===== config.mk =====
export PLATFORM = sky130hd
export DESIGN_NAME = regfile_window_ctrl
export DESIGN_NICKNAME = d
export VERILOG_FILES = /design/src/rtl/regfile_ctrl_pkg.sv /design/src/rtl/cwp_unit.sv /design/src/rtl/regfile_window_ctrl.sv
export SDC_FILE = /design/constraint.sdc
export NUM_CORES = 1
export LEC_CHECK = 0
export CORE_AREA = 5 5 116 118
export CTS_CLUSTER_SIZE = 12
export DETAILED_ROUTE_END_ITERATION = 8
export DIE_AREA = 0 0 121 123
export MAX_ROUTING_LAYER = met4
export PLACE_DENSITY = 0.78
export SYNTH_ARGS = -nofsm -noshare
export SYNTH_HDL_FRONTEND = slang
export SYNTH_HIERARCHICAL = 1
export SYNTH_SLANG_ARGS = --single-unit

===== constraint.sdc =====
create_clock -name Clk -period 3.6 [get_ports Clk]
set_input_delay 0.9 -clock Clk [delete_from_list [all_inputs] [get_ports Clk]]
set_output_delay 0.9 -clock Clk [all_outputs]
set_load 0.02 [all_outputs]

===== src/rtl/regfile_ctrl_pkg.sv =====
// rtl/regfile_ctrl_pkg.sv - shared encodings for the windowed register file controller
package regfile_ctrl_pkg;

  localparam int NWIN  = 4;
  localparam int CWP_W = 2;

  typedef enum logic [1:0] {
    OP_ALU     = 2'b00,
    OP_SAVE    = 2'b01,
    OP_RESTORE = 2'b10,
    OP_READ    = 2'b11
  } op_e;

  typedef enum logic [1:0] {
    TRAP_NONE = 2'b00,
    TRAP_OVF  = 2'b01,
    TRAP_UNF  = 2'b10
  } trap_e;

  typedef enum logic [2:0] {
    ST_IDLE,
    ST_RD_A,
    ST_RD_B,
    ST_WAIT,
    ST_WR,
    ST_TRAP
  } state_e;

endpackage


===== src/rtl/cwp_unit.sv =====
// rtl/cwp_unit.sv - next-window computation and window trap detection
module cwp_unit
  import regfile_ctrl_pkg::*;
(
  input  logic [CWP_W-1:0] cwp,
  input  logic [1:0]       op,
  input  logic [NWIN-1:0]  wim,
  output logic [CWP_W-1:0] new_cwp,
  output logic             trap_req,
  output logic [1:0]       trap_code
);

  always_comb begin
    new_cwp   = cwp;
    trap_req  = 1'b0;
    trap_code = TRAP_NONE;
    case (op)
      OP_SAVE:    new_cwp = cwp - CWP_W'(1);
      OP_RESTORE: new_cwp = cwp + CWP_W'(1);
      default:    new_cwp = cwp;
    endcase
    // Entering a window marked invalid traps instead of moving there
    if ((op == OP_SAVE || op == OP_RESTORE) && wim[new_cwp]) begin
      trap_req  = 1'b1;
      trap_code = (op == OP_SAVE) ? TRAP_OVF : TRAP_UNF;
    end
  end

endmodule


===== src/rtl/regfile_window_ctrl.sv =====
// rtl/regfile_window_ctrl.sv - sequences read/read/write transactions on the shared
// windowed register file port and owns CWP/WIM
module regfile_window_ctrl
  import regfile_ctrl_pkg::*;
#(
  parameter int DATA_W = 32,
  parameter int NWIN   = 4
) (
  input  logic              Clk,
  input  logic              Clr,
  input  logic              req,
  input  logic [1:0]        op,
  input  logic [4:0]        rs1,
  input  logic [4:0]        rs2,
  input  logic [4:0]        rd,
  output logic              busy,
  output logic              op_valid,
  output logic [DATA_W-1:0] op_a,
  output logic [DATA_W-1:0] op_b,
  input  logic [DATA_W-1:0] result,
  input  logic              result_valid,
  output logic              trap,
  output logic [1:0]        trap_type,
  input  logic              wim_we,
  input  logic [NWIN-1:0]   wim_in,
  output logic [1:0]        cwp,
  output logic [NWIN-1:0]   wim,
  output logic              rf_enable,
  output logic              rf_rw,
  output logic [4:0]        rf_r_num,
  output logic [1:0]        rf_window,
  output logic [DATA_W-1:0] rf_in,
  input  logic [DATA_W-1:0] rf_out
);

  state_e     state;
  logic [1:0] op_q;
  logic [4:0] rs2_q;
  logic [4:0] rd_q;
  logic [1:0] new_cwp_q;

  logic [1:0] new_cwp;
  logic       trap_req;
  logic [1:0] trap_code;

  cwp_unit u_cwp_unit (
    .cwp       (cwp),
    .op        (op),
    .wim       (wim),
    .new_cwp   (new_cwp),
    .trap_req  (trap_req),
    .trap_code (trap_code)
  );

  // Outputs are registered: each transition loads the port values of the state being entered
  always_ff @(posedge Clk) begin
    if (Clr) begin
      state     <= ST_IDLE;
      op_q      <= '0;
      rs2_q     <= '0;
      rd_q      <= '0;
      new_cwp_q <= '0;
      busy      <= 1'b0;
      op_valid  <= 1'b0;
      op_a      <= '0;
      op_b      <= '0;
      trap      <= 1'b0;
      trap_type <= TRAP_NONE;
      cwp       <= '0;
      wim       <= '0;
      rf_enable <= 1'b0;
      rf_rw     <= 1'b0;
      rf_r_num  <= '0;
      rf_window <= '0;
      rf_in     <= '0;
    end else begin
      if (wim_we) wim <= wim_in;
      trap <= 1'b0;
      case (state)
        ST_IDLE: begin
          if (req) begin
            op_q      <= op;
            rs2_q     <= rs2;
            rd_q      <= rd;
            new_cwp_q <= new_cwp;
            busy      <= 1'b1;
            if (trap_req) begin
              state     <= ST_TRAP;
              trap      <= 1'b1;
              trap_type <= trap_code;
            end else begin
              state     <= ST_RD_A;
              rf_enable <= 1'b1;
              rf_rw     <= 1'b0;
              rf_r_num  <= rs1;
              rf_window <= cwp;
            end
          end
        end
        ST_RD_A: begin
          op_a     <= rf_out;
          rf_r_num <= rs2_q;
          state    <= ST_RD_B;
        end
        ST_RD_B: begin
          op_b      <= rf_out;
          rf_enable <= 1'b0;
          rf_r_num  <= '0;
          rf_window <= '0;
          op_valid  <= 1'b1;
          state     <= ST_WAIT;
        end
        ST_WAIT: begin
          if (result_valid) begin
            op_valid <= 1'b0;
            if (op_q == OP_READ) begin
              busy  <= 1'b0;
              state <= ST_IDLE;
            end else begin
              // The write lands in the new window; rd=0 spends the cycle without a write
              rf_in     <= result;
              rf_rw     <= 1'b1;
              rf_enable <= (rd_q != 5'd0);
              rf_r_num  <= rd_q;
              rf_window <= (rd_q != 5'd0) ? new_cwp_q : 2'd0;
              state     <= ST_WR;
            end
          end
        end
        ST_WR: begin
          cwp       <= new_cwp_q;
          rf_enable <= 1'b0;
          rf_rw     <= 1'b0;
          rf_r_num  <= '0;
          rf_window <= '0;
          busy      <= 1'b0;
          state     <= ST_IDLE;
        end
        ST_TRAP: begin
          busy  <= 1'b0;
          state <= ST_IDLE;
        end
        default: begin
          busy  <= 1'b0;
          state <= ST_IDLE;
        end
      endcase
    end
  end

endmodule


==> results of run 1 <==
## per-stage QoR
step                       TNS, ns  hold slack (ns)  cell area, um^2
after floorplan                  0           0.4357             5149
after global placement    -0.09566           0.4409             7316
after detailed placement   -0.5857           0.4473             7316
after CTS                        0           0.4536             7910
after global routing             0           0.4703             7910
final                            0           0.4508             7910
## kinds of logic after synthesis
kind of cell | count (synthesis) | synth area share [%]
muxes | 12 | 2.357
AOI/OAI and AO/OA | 153 | 16.74
and+or+nand+nor | 288 | 23.33
adders and majority gates | 2 | 0.4859
DFF | 133 | 51.71
xor gates and xnor gates | 4 | 0.6806
buffers and inverters | 51 | 4.690
## tightest hold or removal path, cell delays in order, from the launching register on
cell	delay, ns
dfxtp_1	0.30
nand2_1	0.05
a21oi_1	0.05
## synthesized netlist by cell type, drive strengths merged, types with 2 or more instances
cell type  number  share of area (%)
clkbuf         26                1.9
nand2         228                 17
a2111oi         2               0.49
a21boi          6               0.95
mux2i          11                2.1
a311oi          2               0.34
a21oi         123                 12
o31ai           2               0.39
inv             6               0.44
a32oi           2               0.34
nand2b          4               0.49
nor3            8               0.78
nor4            7               0.85
a211oi          2               0.29
xor2            3               0.51
buf            19                2.4
dfxtp         133                 52
ha              2               0.49
nor2           23                1.7
nor2b           3               0.36
nor3b           4               0.68
o21ai           6               0.58
nand3           3               0.29
## layout make-up
cell class | instances | share of cell area (%)
inverter | 6 | 0.2847
timing repair buffer | 220 | 27.33
clock inverter | 12 | 1.613
clock buffer | 20 | 5.900
multi-input combinational | 459 | 28.49
sequential | 133 | 33.66
tap | 172 | 2.721
## power by group through the flow
stage	registers [mW]	logic (mW)	clock network, mW
2_1_floorplan	1.75	0.315	0
3_3_place_gp	1.68	0.727	0
3_5_place_dp	1.68	0.744	0
4_1_cts	1.65	0.749	1.74
5_1_grt	1.67	0.800	1.80
6_report	1.65	0.744	1.71
## path summary, 6_finish.rpt
check,from,end,depth (start not counted)
hold / removal,op_b[13]$_SDFFE_PP0P_,op_b[13]$_SDFFE_PP0P_,2
setup / recovery,op[0],rf_r_num[2]$_SDFFE_PP0P_,11
hold reg to reg,op_b[13]$_SDFFE_PP0P_,op_b[13]$_SDFFE_PP0P_,2
setup reg to reg,cwp[0]$_SDFFE_PP0N_,rf_r_num[2]$_SDFFE_PP0P_,8
## state kept, by name, summed over array words and instances, names as in the netlist
name / count
op_q: 2
op_valid: 1
rf_window: 2
trap: 1
cwp: 2
trap_type: 2
rd_q: 5
rf_enable: 1
rf_rw: 1
rf_in: 32
rf_r_num: 5
op_b: 32
op_a: 32
rs2_q: 5
wim: 4
new_cwp_q: 2
state: 3
busy: 1
## cell usage in the layout, fill, tap and decap left out, drive strengths merged, types with 8 or more instances in the layout
cell type,instances
a21oi,123
buf,16
clkbuf,20
clkdlybuf4s50,204
dfxtp,133
mux2i,11
nand2,228
nor2,23
nor3,8
## routing by layer
metal | vias to the layer above | part of all wire (%)
met5 | - | 0
met4 | 0 | 1.8
met3 | 25 | 6.4
met2 | 189 | 51
met1 | 2402 | 41
li1 | 2530 | -
==> metrics.txt, run 1 <==
run status finished clean; Final Worst Setup Slack 0.2330 ns; largest net degree at the start of global routing 88; total of warnings raised by yosys 6; total number of vias 5146; PortBufs 205; met1 Resource Use GR 23.34%; cells after synthesis 643; initial core utilization 41.65%; Die ar. 14880 um^2; internal power 2.992 mW; Avg WL per Cell 15.27 um; Crit-path slowest cell or4b_4; utilization after layout 63.98%; initial antenna violation count 0; Resized cells post-CTS 0; Gate power share 18.1%; gp weighted congestion 0.8110; final WL 15.61 mm; Via density 5.035; Die X 121 um; Row Count 41; Hold Fails Final Rpt 0; Max Cap Violations 0; CTS tree built; Slew Limit Headroom 37.60%; layout cell share with drive strength beyond 1 6.941%; grt total ovfl 0; Worst Skew 0.007079 ns; switching share of total power 27.07%; syn_nets 735; first-pass GRT wire length 24.09 mm; peak supply drop 0.2431 mV; met2 Use GR 36.16%; reg-to-reg slack, setup 0.97 ns; Final Instance Count excl. Fillers 1022; Clock Power Share 41.6%; Storage cell area 2663 um^2; DR pass1 iterations 7; Die Height 123 um; Starting DRT DRC Count 489; DRC 0; Longest Clk Path Bufs 2; sequential share of power 40.3%; RSZ-0062 raised after global routing false; vias in the first global route 4981; Design Power 4.103 mW; placed insts 990; Root Buffer Master clkbuf_16; met3 Track Usage GR 5.489%; max incr delay on CP 0.54 ns; critical-path cell list clkdlybuf4s50_1 > inv_1 > ha_1 > nor3b_1 > or4b_4 > a211oi_1 > nand2b_1 > o311ai_1 > buf_4 > nor4_1 > nor3_1; Period Utilization, post-route 93.53%; I/O pin cnt 206; final setup fails 0; Async SR Flop Fraction 0%; Pleak 2.813 nW; library cells used by synthesis 49; Critical Path End Type register; Hold Buf Count CTS 0; all-layer global routing usage 20.95%; worst-path fanout max 5; Period minus WS final 3.367 ns; CTS clk-pin slew, worst paths 0.05 ns; sequential fraction of the synthesis area 51.71%; grt peak-use layer met2; core area 12360 um^2; fmax 297.0 MHz; worst path required time 3.90 ns; Worst setup SP type input port; hpwl dp 11.18 mm; kind of critical path input port to register; top_reg_cell synth dfxtp_1; switching power 1.110 mW; Pwr Density 518.7 nW/um^2; Slew @ Worst Pin 0.9348 ns; Filler cells 1025; ANT cells 0; Final ANT Viol Nets 0; Setup WS pre-CTS -0.1400 ns; Num CTS Buffers 17; Worst Hold Class register to register; Area Growth Syn to Fin 53.63%; CP bufs+invs 3; Netlist Area Pre-Place 5149 um^2; CP delay by family, top simple AND/OR/NAND/NOR gates; footprint of the multi-input gates 2253 um^2; layout net count 929; CP arrival 3.67 ns; fin. max-slew vios 0; H-Tree Depth 4; Clock Sinks 133; postcts setup bufs 0; Skew-Pair Late Insertion Delay 0.41 ns; mean post-synth cell area 8.007 um^2; EDFF count, synth 0; synthesized flop and latch total 133
Power figures use the tool's default switching activity.
==> run 2, diff against run 1 <==
Settings changed: CORE_AREA 5 5 116 118 to 5 5 106 108, DIE_AREA 0 0 121 123 to 0 0 111 113, DONT_BUFFER_PORTS set to 1, PLACE_DENSITY 0.78 to 0.66, SLEW_MARGIN set to 20.
Clock period 3.6 ns to 3.3 ns, I/O delays scaled along.
==> run 2 against run 1 <==
- critical path type is now register to register
- combinational power fell by 51%
- first-iteration DRC count fell by 39%
- highest routed layer unchanged
- sequential power rose by 17%
- setup slack improved by 0.38 ns
- via count fell by 17%
- register-to-register slack got worse by 0.36 ns
- cell count fell by 24%
- sequential share of layout area rose by 13 points
- power fell by 2.7%
- critical endpoint is now rf_r_num[0]$_SDFFE_PP0P_
- global-route usage barely moved
==> metrics.txt, run 2 (synthesized netlist as in run 1, its figures left out) <==
run status finished clean; Slew Limit Headroom 34.75% (-2.9 points); CTS clk-pin slew, worst paths 0.06 ns (about the same); most frequent cells in the layout nand2_1, dfxtp_1, a21oi_1, nor2_1, clkbuf_16; Critical Path End Type register; Hold Buf Count CTS 0 (unchanged); CTS tree built; vias in the first global route 4075 (-18%); Hold Fails Final Rpt 0 (unchanged); critical path startpoint cwp[0]$_SDFFE_PP0N_; layout net count 718 (-23%); largest net degree at the start of global routing 135 (+53%); worst r2r dst rf_r_num[0]$_SDFFE_PP0P_; setup TNS 0 ns (unchanged); peak supply drop 0.2631 mV (+8.3%); final WL 13.15 mm (-16%); layout cell share with drive strength beyond 1 7.680% (+0.74 points); I/O pin cnt 206 (unchanged); postcts setup bufs 0 (unchanged); Final Worst Setup Slack 0.6144 ns (+0.3814 ns); Critical Path End rf_r_num[0]$_SDFFE_PP0P_; Period Utilization, post-route 81.38%; DRC 0 (unchanged); ANT cells 0 (unchanged); Via density 5.534 (+9.9%); worst path required time 3.73 ns (-0.17 ns); Setup WS pre-CTS 0.1304 ns (+0.2704 ns); Regs by FF count op_a x32, op_b x32, rf_in x32; gp weighted congestion 0.8612 (+6.2%); Slew @ Worst Pin 0.9775 ns (+0.04271 ns); final setup fails 0 (unchanged); Die ar. 12540 um^2 (-16%); first-pass GRT wire length 20.98 mm (-13%); Avg WL per Cell 16.99 um (+11%); Period minus WS final 2.686 ns; Resized cells post-CTS 0 (unchanged); Row Count 37 (-9.8%); CP arrival 3.11 ns (-0.56 ns); Die Height 113 um (-8.1%); fmax 372.4 MHz; Clock Sinks 133 (unchanged); grt total ovfl 0 (unchanged); R2R depth 8 (unchanged); Reg2Reg Launch Point cwp[0]$_SDFFE_PP0N_; Die X 111 um (-8.3%); fin. max-slew vios 0 (unchanged); initial core utilization 50.78% (+9.1 points); Root Buffer Master clkbuf_8; Max Cap Violations 0 (unchanged); Final ANT Viol Nets 0 (unchanged); Num CTS Buffers 17 (unchanged); Area Growth Syn to Fin 11.06%; Longest Clk Path Bufs 2 (unchanged); RSZ-0062 raised after global routing false; H-Tree Depth 4 (unchanged); Worst Hold Class input port to register; total number of vias 4283 (-17%); Worst setup SP type register; all-layer global routing usage 20.99% (+0.046 points); core area 10140 um^2 (-18%); Starting DRT DRC Count 298 (-39%); Pleak 2.017 nW (-28%); worst-path fanout max 11 (+6); DR pass1 iterations 4 (-3); Skew-Pair Late Insertion Delay 0.50 ns (+0.09 ns); PortBufs 0 (-100%); initial antenna violation count 0 (unchanged); reg-to-reg slack, setup 0.61 ns (-0.36 ns); hpwl dp 9.039 mm (-19%); Filler cells 962 (-6.1%); Pwr Density 697.9 nW/um^2 (+35%); most common cell after layout, fill and taps aside nand2_1; Worst Skew 0.01081 ns (+0.003731 ns); kind of critical path register to register
-- run 2: changes by cell type in the layout (fill, tap and decap cells not counted), sizes merged --
cell	previous run	this run
clkbuf	20	22
inv	7	6
clkinvlp	4	2
buf	16	9
clkinv	5	6
bufinv	2	1
clkdlybuf4s50	204	0
-- run 2: final cells by class --
class                      count  area (um^2)  share of cell area (%)
inverter                       6        22.52                  0.3939
timing repair buffer           9        67.56                   1.182
clock inverter                 9        78.83                   1.379
multi-input combinational    459         2253                   39.41
clock buffer                  22        462.9                   8.096
tap                          136        170.2                   2.976
sequential                   133         2663                   46.56
-- run 2: how the worst min path moves through the flow --
stage / startpoint / end / slack (ns) / cells past startpoint
detailed placement: rs2_q[4]$_SDFFE_PP0P_ / rs2_q[4]$_SDFFE_PP0P_ / 0.44 / 2
global route: Clr / op_a[27]$_SDFFE_PP0N_ / 0.36 / 1
CTS: Clr / op_a[1]$_SDFFE_PP0N_ / 0.37 / 1
finish: Clr / op_b[1]$_SDFFE_PP0P_ / 0.40 / 1
global placement: rs2_q[4]$_SDFFE_PP0P_ / rs2_q[4]$_SDFFE_PP0P_ / 0.44 / 2
floorplan: rs2_q[0]$_SDFFE_PP0P_ / rs2_q[0]$_SDFFE_PP0P_ / 0.44 / 2
-- run 2: metrics by stage --
stage | power (mW) | hold slack [ns] | instances | cell area [um^2] | util, %
global route | 4.185 | 0.3583 | 774 | 5718 | 56.40
finish | 3.990 | 0.3980 | 774 | 5718 | 56.40
CTS | 4.034 | 0.3726 | 774 | 5718 | 56.40
floorplan | 2.255 | 0.4357 | 643 | 5149 | -
detailed placement | 2.333 | 0.4415 | 743 | 5176 | 51.06
global placement | 2.318 | 0.4373 | 743 | 5176 | 51.06
-- run 2: critical path, stage by stage (launching register included) --
cell and delay [ns]:
dfxtp_1 0.67, nor3b_1 0.12, or4b_4 0.56, a211oi_1 0.37, nand2b_1 0.19, o311ai_1 0.30, buf_4 0.20, nor4_1 0.05
nor3_1 0.15
-- run 2: power breakdown --
part           internal [mW]  switching (mW)
Clock                   1.05           0.647
Sequential              1.72           0.214
Combinational          0.142           0.223
-- run 2: metal layers --
metal  share of wire [%]  vias up  global-route usage (%)
li1                    -     2100                       -
met1                  38     2003                   22.06
met2                  50      156                   34.99
met3                 9.6       24                   9.251
met4                 2.3        0                   7.964
met5                   0        -                       -
==> run 3, diff against run 2 <==
Clock period 3.3 ns to 2.7 ns, I/O delays scaled along.
==> run 3 against run 2 <==
- routed wire length increased by 1.3%
- sequential cell count unchanged
- power increased by 27%
- setup slack got worse by 0.24 ns
- clock power increased by 33%
- combinational power increased by 30%
- sequential share of layout area decreased by 1.1 points
- via count increased by 2.0%
- global-route usage decreased by 0.055 points
- register-to-register slack got worse by 0.24 ns
- die area unchanged
==> metrics.txt, run 3 (synthesized netlist as in run 1, its figures left out) <==
CTS tree built; Hold Fails Final Rpt 0 (unchanged); grt total ovfl 0 (unchanged); hpwl dp 9.373 mm (+3.7%); total number of vias 4367 (+2.0%); core area 10140 um^2 (unchanged); vias in the first global route 4057 (-0.44%); Pleak 2.068 nW (+2.5%); H-Tree Depth 4 (unchanged); Worst Hold Class input port to register; Avg WL per Cell 17.02 um (+0.15%); Regs by FF count op_a x32, op_b x32, rf_in x32; Design Power 5.084 mW (+27%); most frequent cells in the layout nand2_1, dfxtp_1, a21oi_1, nor2_1, buf_4; Hold Buf Count CTS 0 (unchanged); Max Cap Violations 0 (unchanged); layout net count 726 (+1.1%); Slew Limit Headroom 40.60% (+5.9 points); Hold Path Depth 1 (unchanged); fmax 429.9 MHz (+15%); all-layer global routing usage 20.94% (-0.055 points); postcts setup bufs 0 (unchanged); final WL 13.32 mm (+1.3%); Period Utilization, post-route 86.16% (+4.8 points); largest net degree at the start of global routing 135 (unchanged); kind of critical path register to register; PortBufs 0 (unchanged); DRC 0 (unchanged); DP Area 5269 um^2 (+1.8%); Die ar. 12540 um^2 (unchanged); Crit-path slowest cell or4b_4; Skew-Pair Late Insertion Delay 0.50 ns (about the same); worst path required time 3.09 ns (-0.64 ns); most common cell after layout, fill and taps aside nand2_1; initial core utilization 50.78% (unchanged); I/O pin cnt 206 (unchanged); fin. max-slew vios 0 (unchanged); Via density 5.577 (+0.79%); Die X 111 um (unchanged); final setup fails 0 (unchanged); peak supply drop 0.3356 mV (+28%); gp weighted congestion 0.8642 (+0.35%); Worst setup SP type register; worst-path fanout max 5 (-6); Pwr Density 867.6 nW/um^2 (+24%); DR pass1 iterations 5 (+1); Period minus WS final 2.326 ns (-0.3594 ns); Row Count 37 (unchanged); first-pass GRT wire length 20.96 mm (-0.10%); CTS clk-pin slew, worst paths 0.06 ns (about the same); run status finished clean; max incr delay on CP 0.57 ns (-0.10 ns); Root Buffer Master clkbuf_8; critical-path cell list nor3b_1 > or4b_4 > a211oi_4 > nand2b_1 > o311a_1 > a21oi_1 > nor3_1; CP arrival 2.71 ns (-0.40 ns); R2R depth 7 (-1); Worst Skew 0.005866 ns (-0.004944 ns); Starting DRT DRC Count 289 (-3.0%); layout cell share with drive strength beyond 1 9.428% (+1.7 points); Critical Path End Type register; ANT cells 0 (unchanged); Longest Clk Path Bufs 2 (unchanged); Num CTS Buffers 17 (unchanged); fin area 5859 um^2 (+2.5%); Clock Sinks 133 (unchanged); RSZ-0062 raised after global routing false; Slew @ Worst Pin 0.8898 ns (-0.08766 ns); Final ANT Viol Nets 0 (unchanged); Area Growth Syn to Fin 13.80%; Filler cells 919 (-4.5%); initial antenna violation count 0 (unchanged); Resized cells post-CTS 0 (unchanged); Die Height 113 um (unchanged)
-- run 3: final cells by class --
type | instances | area [um^2] | share of cell area (%)
clock buffer | 20 | 435.4 | 7.431
multi-input combinational | 459 | 2286 | 39.01
tap | 136 | 170.2 | 2.904
inverter | 6 | 22.52 | 0.3844
clock inverter | 12 | 155.1 | 2.648
timing repair buffer | 17 | 127.6 | 2.178
sequential | 133 | 2663 | 45.44
-- run 3: where the power goes --
group	switching (mW)	total, mW	internal, mW
clock network	0.828	2.26	1.43
logic	0.285	0.473	0.188
registers	0.256	2.35	2.10
total	1.37	5.08	3.71
-- run 3: path summary, 6_finish.rpt --
path	to	slack [ns]	start
worst max-delay path	rf_r_num[1]$_SDFFE_PP0P_	0.37	wim[2]$_SDFFE_PP0P_
worst min-delay path	op_a[3]$_SDFFE_PP0N_	0.25	Clr
worst max register to register	rf_r_num[1]$_SDFFE_PP0P_	0.37	wim[2]$_SDFFE_PP0P_
worst min register to register	rs2_q[4]$_SDFFE_PP0P_	0.45	rs2_q[4]$_SDFFE_PP0P_
-- run 3: critical path: cells and delay by family, from the launching register on --
kind,cells,cell delay (ns)
DFF,1,0.49
AOI/OAI and AO/OA,3,0.83
and+or+nand+nor,4,0.89
-- run 3: per-layer routing --
metal | share of wire [%] | vias to the layer above | track usage [%]
met3 | 9.0 | 15 | 8.289
met5 | 0 | - | -
met4 | 1.5 | 0 | 6.897
met2 | 51 | 167 | 35.32
met1 | 38 | 2057 | 22.68
li1 | - | 2128 | -
-- run 3: metrics by stage --
| step | setup WS (ns) | hold WS (ns) | instances | TNS (ns) | utilization, % |
|---|---|---|---|---|---|
| 2_1_floorplan | 0.01044 | 0.4357 | 643 | 0 | - |
| 3_3_place_gp | -0.01310 | 0.4380 | 751 | -0.03109 | 51.97 |
| 3_5_place_dp | -0.07977 | 0.4436 | 751 | -0.3462 | 51.97 |
| 4_1_cts | 0.3562 | 0.2228 | 783 | 0 | 57.79 |
| 5_1_grt | 0.2177 | 0.2161 | 783 | 0 | 57.79 |
| 6_report | 0.3737 | 0.2546 | 783 | 0 | 57.79 |
